$ cat src/rtl/ifu_fetch_pkg.sv
// Shared definitions for the instruction fetch unit: widths, reset PC, decode field positions, FSM states.
// IFU_ZERO_HALT_EN adds the HALT state used when an all-zero instruction word is fetched.
package ifu_fetch_pkg;

  localparam int unsigned XLEN_DEF     = 32;
  localparam logic [31:0] RESET_PC_DEF = 32'h8000_0000;
  localparam int unsigned INST_W       = 32;
  localparam int unsigned PC_STEP      = 4;

  localparam int unsigned OPCODE_MSB = 6;
  localparam int unsigned OPCODE_LSB = 0;
  localparam int unsigned FUNCT3_MSB = 14;
  localparam int unsigned FUNCT3_LSB = 12;
  localparam int unsigned FUNCT7_BIT = 30;

  typedef enum logic [1:0] {
    ST_REQ  = 2'd0,
    ST_WAIT = 2'd1,
`ifdef IFU_ZERO_HALT_EN
    ST_HOLD = 2'd2,
    ST_HALT = 2'd3
`else
    ST_HOLD = 2'd2
`endif
  } fetch_state_t;

endpackage

$ cat src/rtl/ifu_fetch_pc_gen.sv
// PC register and in-flight PC capture for the fetch unit.
// Next-PC priority: redirect target, then sequential increment, then hold.
module ifu_pc_gen
  import ifu_fetch_pkg::*;
#(
  parameter int unsigned      XLEN     = XLEN_DEF,
  parameter logic [XLEN-1:0]  RESET_PC = XLEN'(RESET_PC_DEF)
) (
  input  logic            clk,
  input  logic            rst_n,
  input  logic            redirect_load,
  input  logic [XLEN-1:0] redirect_pc,
  input  logic            incr,
  input  logic            capture,
  output logic [XLEN-1:0] pc,
  output logic [XLEN-1:0] pc_inflight
);

  logic [XLEN-1:0] pc_next;
  logic [XLEN-1:0] align_mask;

  assign align_mask = ~XLEN'(2'b11);

  always_comb begin
    pc_next = pc;
    if (redirect_load) begin
      pc_next = redirect_pc & align_mask;
    end else if (incr) begin
      pc_next = pc + XLEN'(PC_STEP);
    end
  end

  always_ff @(posedge clk or negedge rst_n) begin
    if (!rst_n) begin
      pc          <= RESET_PC & align_mask;
      pc_inflight <= '0;
    end else begin
      pc <= pc_next;
      if (capture) begin
        pc_inflight <= pc;
      end
    end
  end

endmodule

$ cat src/rtl/ifu_fetch.sv
// Instruction fetch unit: one outstanding imem request, redirect squashing, decode-side handshake.
// Build option IFU_ZERO_HALT_EN: an all-zero fetched word halts fetch instead of being delivered.
module ifu_fetch
  import ifu_fetch_pkg::*;
#(
  parameter int unsigned      XLEN     = XLEN_DEF,
  parameter logic [XLEN-1:0]  RESET_PC = XLEN'(RESET_PC_DEF)
) (
  input  logic              clk,
  input  logic              rst_n,
  output logic              imem_req_valid,
  input  logic              imem_req_ready,
  output logic [XLEN-1:0]   imem_req_addr,
  input  logic              imem_rsp_valid,
  output logic              imem_rsp_ready,
  input  logic [INST_W-1:0] imem_rsp_data,
  input  logic              redirect_valid,
  input  logic [XLEN-1:0]   redirect_pc,
  output logic              inst_valid,
  input  logic              inst_ready,
  output logic [INST_W-1:0] inst,
  output logic [XLEN-1:0]   inst_pc,
  output logic [6:0]        opcode,
  output logic [2:0]        funct3,
  output logic              funct7,
  output logic              halted
);

  fetch_state_t    state;
  fetch_state_t    state_next;
  logic            drop;
  logic            pc_redirect;
  logic            pc_incr;
  logic            pc_capture;
  logic            inst_load;
  logic            drop_set;
  logic            drop_clr;
  logic            req_fire;
  logic            rsp_fire;
  logic [XLEN-1:0] pc;
  logic [XLEN-1:0] pc_inflight;

  ifu_pc_gen #(
    .XLEN     (XLEN),
    .RESET_PC (RESET_PC)
  ) u_pc_gen (
    .clk           (clk),
    .rst_n         (rst_n),
    .redirect_load (pc_redirect),
    .redirect_pc   (redirect_pc),
    .incr          (pc_incr),
    .capture       (pc_capture),
    .pc            (pc),
    .pc_inflight   (pc_inflight)
  );

  assign req_fire = imem_req_valid & imem_req_ready;
  assign rsp_fire = imem_rsp_valid & imem_rsp_ready;

  always_ff @(posedge clk or negedge rst_n) begin
    if (!rst_n) begin
      state <= ST_REQ;
    end else begin
      state <= state_next;
    end
  end

  // drop marks the single outstanding request as stale after a redirect in WAIT
  always_comb begin
    state_next  = state;
    pc_redirect = 1'b0;
    pc_incr     = 1'b0;
    pc_capture  = 1'b0;
    inst_load   = 1'b0;
    drop_set    = 1'b0;
    drop_clr    = 1'b0;
    unique case (state)
      ST_REQ: begin
        if (redirect_valid) begin
          pc_redirect = 1'b1;
        end else if (req_fire) begin
          pc_capture = 1'b1;
          state_next = ST_WAIT;
        end
      end
      ST_WAIT: begin
        pc_redirect = redirect_valid;
        if (rsp_fire) begin
          if (drop) begin
            drop_clr   = 1'b1;
            state_next = ST_REQ;
          end else if (redirect_valid) begin
            state_next = ST_REQ;
`ifdef IFU_ZERO_HALT_EN
          end else if (imem_rsp_data == '0) begin
            state_next = ST_HALT;
`endif
          end else begin
            inst_load  = 1'b1;
            pc_incr    = 1'b1;
            state_next = ST_HOLD;
          end
        end else if (redirect_valid) begin
          drop_set = 1'b1;
        end
      end
      ST_HOLD: begin
        if (redirect_valid) begin
          pc_redirect = 1'b1;
          state_next  = ST_REQ;
        end else if (inst_ready) begin
          state_next = ST_REQ;
        end
      end
`ifdef IFU_ZERO_HALT_EN
      ST_HALT: begin
        state_next = ST_HALT;
      end
`endif
      default: begin
        state_next = ST_REQ;
      end
    endcase
  end

  always_comb begin
    imem_req_valid = rst_n && (state == ST_REQ) && !redirect_valid;
    imem_req_addr  = pc;
    imem_rsp_ready = (state == ST_WAIT);
    inst_valid     = (state == ST_HOLD);
`ifdef IFU_ZERO_HALT_EN
    halted         = (state == ST_HALT);
`else
    halted         = 1'b0;
`endif
  end

  always_ff @(posedge clk or negedge rst_n) begin
    if (!rst_n) begin
      drop    <= 1'b0;
      inst    <= '0;
      inst_pc <= '0;
    end else begin
      if (drop_set) begin
        drop <= 1'b1;
      end else if (drop_clr) begin
        drop <= 1'b0;
      end
      if (inst_load) begin
        inst    <= imem_rsp_data;
        inst_pc <= pc_inflight;
      end
    end
  end

  assign opcode = inst[OPCODE_MSB:OPCODE_LSB];
  assign funct3 = inst[FUNCT3_MSB:FUNCT3_LSB];
  assign funct7 = inst[FUNCT7_BIT];

endmodule

$ cat config.mk
export PLATFORM = sky130hd
export DESIGN_NAME = ifu_fetch
export DESIGN_NICKNAME = d
export VERILOG_FILES = /design/src/rtl/ifu_fetch_pkg.sv /design/src/rtl/ifu_fetch_pc_gen.sv /design/src/rtl/ifu_fetch.sv
export SDC_FILE = /design/constraint.sdc
export NUM_CORES = 1
export LEC_CHECK = 0
export ABC_AREA = 1
export BUFFER_PORTS_ARGS = -buffer_cell sky130_fd_sc_hd__buf_2
export CAP_MARGIN = 30
export CORE_MARGIN = 2
export CORE_UTILIZATION = 47
export DETAILED_ROUTE_END_ITERATION = 10
export GPL_TIMING_DRIVEN = 0
export PLACE_DENSITY = 0.77
export SYNTH_ARGS = -nofsm -noshare
export SYNTH_HDL_FRONTEND = slang
export SYNTH_HIERARCHICAL = 1
export SYNTH_SLANG_ARGS = --single-unit
$ cat constraint.sdc
create_clock -name clk -period 2 [get_ports clk]
set_clock_uncertainty 0.2 [all_clocks]
set_input_delay 0.5 -clock clk [delete_from_list [all_inputs] [get_ports clk]]
set_output_delay 0.5 -clock clk [all_outputs]
set_load 0.02 [all_outputs]
# [After elaboration in Yosys (flattened, before gate mapping)]
# Index checks and enable logic that the tools add are counted.
[totals] reg_bits=131 in_bits=70 word_cells=49
[classes] reduce_logical=8 n_eq_ne=6 add_sub_neg=1 n_mux=26 bitwise_logic=2
[op_table] cell="32-bit 2-to-1 mux" count=2
[op_table] cell="32-bit by 3-bit adder with 32-bit output, second input constant" count=1
[op_table] cell="1-bit 2-to-1 mux" count=15
[op_table] cell="2-bit 2-to-1 mux" count=7
[op_table] cell="2-bit case mux with 3 select lines" count=1
[op_table] cell="2-bit inequality test, second input constant" count=2
[op_table] cell="4-bit AND reduction" count=1
[op_table] cell="2-bit nonzero test" count=2
[op_table] cell="3-bit by 2-bit inequality test with 1-bit output, second input constant" count=1
[op_table] cell="1-bit AND" count=2
[op_table] cell="2-bit by 1-bit equality test with 1-bit output, second input constant" count=1
[op_table] cell="2-bit equality test, second input constant" count=1
[op_table] cell="1-bit logical AND" count=2
[op_table] cell="2-bit logical NOT" count=1
[op_table] cell="2-bit by 1-bit inequality test with 1-bit output, second input constant" count=1
[op_table] cell="1-bit case mux with 2 select lines" count=1
[op_table] cell="2-bit OR reduction" count=1
[op_table] cell="1-bit logical NOT" count=1

# [Depth between registers and ports, before layout]
# Gate-level depths: netlist of run 1.
[depth] depth_word=7 depth_mapped=12 depth_no_buf=10

# [By module]
# The synthesis of run 1 kept the hierarchy.
[by_module_without_submodules] mod="ifu_pc_gen" cells_per_inst=421 area_each_um2=3226.8 seq_area_each_um2=1502.7 n_inst=1
[by_module_without_submodules] mod="ifu_fetch" cells_per_inst=324 area_each_um2=2915.3 seq_area_each_um2=1676.6 n_inst=1

# [Worst setup path before layout of run 1]
# No wires, ideal clock.
[synth_path] kind="input-to-reg" start="input redirect_valid" end="register u_pc_gen.pc[2]" path_slack_ps=53 arrival_time_ps=1660 stages=9 setup_ps=87 t_required_ps=1713 path_cell_list="nor2_1 > nand3_1 > buf_4 > buf_6 > inv_1 > nor2_2 > clkbuf_1 > nand2_1 > o211ai_1"
[synth_between] elab_chain_len=5 elab_cells_between_ends=8 classes_between="7 x mux; 1 x reduce/logical"
[synth_lines] element="start: declaration" line="ifu_fetch.sv:17" rtl="input logic redirect_valid,"
[synth_lines] element="1-bit 2-to-1 mux (4 in series)"
[synth_lines] element="net inst_load" line="ifu_fetch.sv:35" rtl="logic inst_load;"
[synth_lines] element="2-bit nonzero test (no line)"
[synth_lines] element="end signal: assignment" line="ifu_fetch_pc_gen.sv:35" rtl="pc <= RESET_PC & align_mask;"
[synth_lines] element="end signal: assignment" line="ifu_fetch_pc_gen.sv:38" rtl="pc <= pc_next;"
[synth_lines] element="end: declaration" line="ifu_fetch_pc_gen.sv:15" rtl="output logic [XLEN-1:0] pc,"
# The timed path passes the listed nets, and every way through them passes these cells.
# A chain may end at the register's enable or synchronous reset.

# [Worst setup path in the final report of run 1]
[layout_path] start="register state[1]" end="output imem_req_valid"
[layout_between] elab_chain_len=3
[layout_lines] element="start: declaration" line="ifu_fetch.sv:29" rtl="fetch_state_t state;"
[layout_lines] element="start signal: assignment" line="ifu_fetch.sv:64" rtl="state <= state_next;"
[layout_lines] element="2-bit logical NOT" line="ifu_fetch.sv:127" rtl="imem_req_valid = rst_n && (state == ST_REQ) && !redirect_valid;"
[layout_lines] element="1-bit logical AND (2 in series)" line="ifu_fetch.sv:127"
[layout_lines] element="end: declaration" line="ifu_fetch.sv:11" rtl="output logic imem_req_valid,"
# No other way between the ends.

==> metrics.txt, run 1 <==
Ys Warns 6; area of the multi-input gates 0.002516 mm2; CP Max Fanout 4; async set or reset register ratio after synthesis 100.0%; DRC violations left 0; row cnt 41; Max stage delay on crit path 0.44 ns; 1st-pass router iterations 6; Starting Density 48.47%; Critical-path top delay cell dfrtp_2; Synth cell types 30; mean number of vias per cell 5.249; Syn Area/Cell 8.244 um2; Max Root-Sink Buffers 2; Vias 6005; Peak VDD IR 533.4 uV; Startpoint Class register; largest area contributor in the netlist dfrtp_1; Routed WL 18150 um; first-pass GRT wire length 29180 um; Fin. Hold Viols 0; CTS tree done; post-synthesis sequential area ratio 51.76%; RSZ-0062 raised after global routing true; number of global-route vias before repair 5728; Tmin final 1.995 ns; top_reg_cell synth dfrtp_1; synthesized area 0.006142 mm2; endpoints failing setup 0; DRT antenna net count 0; highest clock rate 0.5013 GHz; Synth area leaders dfrtp_1, nand2_1, nand4_1; critical path, cell by cell nor2_2 > nand2_1 > nor2_1 > buf_4; #FFs+latches synth 127; # nets final 1031; critical path required time 1.30 ns; gpl congestion 0.8686; critical path capture point type output port; Setup TNS Final 0 ns; core area 0.01267 mm2; Post-Layout Cell Count 1144; Total GRT Usage 26.49%; most frequent cells in the layout nand2_1, buf_2, dfrtp_1, nand4_1, nor2_1; Worst-Skew Late Latency 0.41 ns; Die H 118.3 um; IO buf count 175; type of the worst setup path register to output port; die area 0.01400 mm2; DR WL/cell 15.86 um; Pleak 4.361 nW; ant diodes 0; area grow syn2layout 34.08%; I/O pin count 181; status complete, no violations; Num CTS Buffers 17; post-synth top area share 51.33%; commonest non-fill, non-tap cell in the layout nand2_1; largest net degree at the start of global routing 51; clock root buffer clkbuf_16; HP Class primary input to async pin; grt total ovfl 0; initial DRC count 500; Detail Placement HPWL 12640 um; Final period util 99.75%; Mapped Cells 745; Cell Count Post-Placement 1096; Post-synth EDFFs 0; Die X-Extent 118.3 um; fillers 1113; CTS HTree Levels 4; initial antenna violation count 0; Sequential Area 0.003182 mm2; power per cell area 1250 mW/mm2; max-cap violations 0; Arr. time, crit path 1.30 ns; fraction of final layout cells with drive strength greater than 1 31.28%; Slew Viols, Final 0; clock slew at reported path FFs 0.05 ns; Sink Count 127
[cell type report]
cell class                 instances  share of cell area (%)
sequential                       127                   38.64
multi-input combinational        518                   30.55
timing repair buffer             193                   14.02
clock buffer                      25                   6.016
buffer                            57                   4.679
tap                              172                   2.613
inverter                          46                   2.203
clock inverter                     6                   1.276
[path summary, 6_finish.rpt]
kind,start,to,slack (ns),depth (start not counted)
max,state[1]$_DFFE_PN0P_,imem_req_valid,0.005,4
min,rst_n,inst_pc[27]$_DFFE_PN0P_,0.03,2
max reg2reg,state[1]$_DFFE_PN0P_,u_pc_gen/pc[25]$_DFFE_PN0N_,0.03,7
min reg2reg,inst_pc[28]$_DFFE_PN0P_,inst_pc[28]$_DFFE_PN0P_,0.26,2
max in group asynchronous,rst_n,u_pc_gen/pc[5]$_DFFE_PN0N_,0.74,4
min in group clk,redirect_pc[14],u_pc_gen/pc[14]$_DFFE_PN0N_,0.10,3
[Yosys cell counts (13+ instances only)]
library cell	number
inv_1	44
nand2_1	248
buf_4	22
dfrtp_1	126
nor2_1	61
nand4_1	67
nand3_1	42
a22oi_1	20
a21oi_1	30
buf_2	13
[stage by stage]
stage / power [mW] / cell area, um2 / hold WS (ns) / utilization, % / setup WS [ns]
detailed placement: 7.073 / 7278 / 0.1882 / 57.44 / -0.7044
global placement: 6.986 / 7244 / 0.2487 / 57.17 / -2.333
floorplan: 5.826 / 6153 / 0.004409 / - / 0.05258
global route: 10.83 / 8235 / 0.03653 / 64.99 / -0.04335
finish: 10.29 / 8235 / 0.02584 / 64.99 / 0.004990
CTS: 10.29 / 8148 / 0.01559 / 64.30 / -0.009304
[timing repair]
item / in CTS / in global routing
gates cloned: 2 / 0
buffers inserted: 6 / 2
endpoints found under the hold margin: 29 / 0
resized for setup: 26 / 15
hold buffers: 6 / 0
endpoints found under the setup margin: 61 / 54
pin swaps: 2 / 3
[per-layer routing]
metal / track usage, % / up-vias / share of wire [%]
met5: 0 / - / 0
met4: 10.47 / 0 / 2.2
met3: 5.405 / 32 / 7.8
met2: 42.49 / 289 / 48
met1: 35.23 / 2809 / 42
li1: - / 2875 / -
[state kept, by name, indices dropped and copies added, names as in the netlist]
name,flops
drop,1
inst_pc,32
inst,32
u_pc_gen/pc,30
u_pc_gen/pc_inflight,30
state,2
[cell families after synthesis]
family / Yosys count / share of synthesized area (%)
simple gates: 439 / 31.84
flops: 127 / 51.76
buf+inv: 103 / 8.393
compound gates: 65 / 6.335
mux: 5 / 0.9166
xor+xnor: 3 / 0.4279
other cells: 2 / 0.1223
fa+ha+maj: 1 / 0.2037
[power by group]
part	switching, mW	internal [mW]	leakage [nW]
registers	0.567	3.37	1.56
clock network	1.07	2.08	0.297
logic	2.05	1.15	2.51
[worst max-delay path, delay by kind of cell, from the launching register on]
kind                   cells  cell delay [ns]
and+or+nand+nor            3             0.30
DFF                        1             0.44
buffers and inverters      1             0.14
Note: power is estimated with default switching activity, not from simulation.
==> inputs of run 2 (changes only) <==
--- a/config.mk
+++ b/config.mk
@@ -8,7 +8,7 @@
 export ABC_AREA = 1
 export BUFFER_PORTS_ARGS = -buffer_cell sky130_fd_sc_hd__buf_2
 export CAP_MARGIN = 30
-export CORE_MARGIN = 2
+export CORE_MARGIN = 5
 export CORE_UTILIZATION = 47
 export DETAILED_ROUTE_END_ITERATION = 10
 export GPL_TIMING_DRIVEN = 0
==> metrics.txt, run 2 (synthesis results as in run 1) <==
Worst-Skew Late Latency 0.41 ns; largest net degree at the start of global routing 89; Net Switching 3.721 mW; Final Cell Area 0.008230 mm2; endpoints failing setup 1; Arr. time, crit path 1.30 ns; gpl congestion 0.8624; type of the worst setup path register to output port; core area 0.01272 mm2; power per cell area 1278 mW/mm2; highest clock rate 0.4988 GHz; grt total ovfl 0; DRC violations left 0; area grow syn2layout 34.00%; Worst path top cell family by delay flip-flops; internal power 6.797 mW; critical path capture point type output port; critical path, cell by cell nor2_4 > buf_6 > buf_6; IO buf count 175; sw frac 35.38%; RSZ-0062 raised after global routing true; clock slew at reported path FFs 0.06 ns; Seq pwr share 37.2%; area of the multi-input gates 0.002522 mm2; 1st-pass router iterations 5; commonest non-fill, non-tap cell in the layout nand2_1; Total GRT Usage 23.61%; number of global-route vias before repair 5823; Num CTS Buffers 17; fillers 1119; HP Class primary input to register; Tmin final 2.005 ns; Peak VDD IR 628.3 uV; Final period util 100.2%; Cell Count Post-Placement 1096; CTS tree done; status finished, violations left; clock root buffer clkbuf_16; initial DRC count 498; Max stage delay on crit path 0.45 ns; Post-Layout Cell Count 1143; Sequential Area 0.003181 mm2; most frequent cells in the layout nand2_1, buf_2, dfrtp_1, nand4_1, nor2_1; CP Buf/Inv Count 2; critical path required time 1.30 ns; fraction of final layout cells with drive strength greater than 1 31.72%; violated checks negative setup slack; Placed Area 0.007278 mm2; ant diodes 0; Startpoint Class register; Critical-path top delay cell dfrtp_2; combinational share of power 30.4%; Detail Placement HPWL 13360 um; Max Root-Sink Buffers 2; row cnt 41; Largest regs inst x32, inst_pc x32; max-cap violations 0; first-pass GRT wire length 29750 um; Clk network pwr share 32.4%; Sink Count 127; I/O pin count 181; die area 0.01545 mm2; Worst Hold Slack 0.1044 ns; Starting Density 48.28%; Slew Viols, Final 0; mean number of vias per cell 5.212; Vias 5957; # nets final 1029; Fin. Hold Viols 0; Pleak 4.351 nW; Die X-Extent 124.3 um; Die H 124.3 um; CTS HTree Levels 4; Routed WL 18310 um; initial antenna violation count 0; DRT antenna net count 0; CP Max Fanout 4; dpl ws -0.6255 ns; setup ws final -0.004714 ns; Most common cell on crit path buf_6; DR WL/cell 16.02 um; Total Power 10.52 mW
run 2: cell types whose count changed in the layout (fill, tap and decap cells not counted), sizes merged:
cell / before / now
buf: 231 / 233
bufinv: 3 / 5
clkinvlp: 1 / 3
dlygate4sd3: 4 / 1
clkinv: 4 / 5
bufbuf: 2 / 0
clkbuf: 38 / 34
inv: 44 / 45
run 2: layout make-up:
cell class,count,share of cell area [%]
well taps,172,2.615
plain buffers,56,4.576
clock inverters,11,2.250
repair buffers,191,13.15
multi-input cells,518,30.65
inverters,46,2.296
clock buffers,21,5.716
flip-flops and latches,127,38.64
repair inverters,1,0.1064
run 2: power by group through the flow:
stage | logic (mW) | clock network, mW | registers, mW
after floorplan | 1.18 | 0 | 4.65
after global placement | 3.09 | 0 | 3.93
after detailed placement | 3.15 | 0 | 3.95
after CTS | 3.21 | 3.46 | 3.92
after global routing | 3.51 | 3.57 | 4.03
final | 3.20 | 3.40 | 3.92
run 2: through the flow:
step                       TNS (ns)  util (%)
after CTS                         0     63.72
after global routing        -0.1234     64.69
after floorplan                   0         -
after detailed placement     -23.14     57.21
after global placement      -265.98     56.94
final                     -0.004714     64.69
run 2: worst paths after layout:
check                                     start                     endpoint  slack, ns  depth (start not counted)
setup / recovery           state[1]$_DFFE_PN0P_               imem_rsp_ready     -0.005                          3
hold / removal                       inst_ready         state[1]$_DFFE_PN0P_       0.10                          2
setup reg to reg           state[0]$_DFFE_PN0P_  u_pc_gen/pc[27]$_DFFE_PN0N_       0.04                          8
hold reg to reg            inst[16]$_DFFE_PN0P_         inst[16]$_DFFE_PN0P_       0.26                          2
max in group asynchronous                 rst_n  u_pc_gen/pc[31]$_DFFE_PN1N_       0.58                          3
min in group asynchronous                 rst_n         inst[12]$_DFFE_PN0P_       0.59                          3
run 2: timing repair:
action | 4_1_cts | 5_1_grt
pin swaps | 3 | 3
hold buffers | 2 | 0
hold endpoints to repair | 39 | 0
setup buffers | 8 | 4
setup endpoints to repair | 31 | 52
cloned | 0 | 2
gates resized for setup | 27 | 19
run 2: per-layer routing:
| layer | global-route usage, % | share of wire, % |
|---|---|---|
| met4 | 6.512 | 1.7 |
| met1 | 30.47 | 43 |
| met2 | 39.22 | 48 |
| met3 | 6.432 | 7.5 |
| met5 | 0 | 0 |
run 2: worst reg2reg max path, cell delays in order, from the launching register on:
cell,delay [ns]
dfrtp_1,0.42
buf_4,0.18
a21oi_4,0.27
inv_1,0.18
nand2_4,0.18
clkinv_8,0.09
buf_8,0.15
nand3_1,0.12
nand2_1,0.06
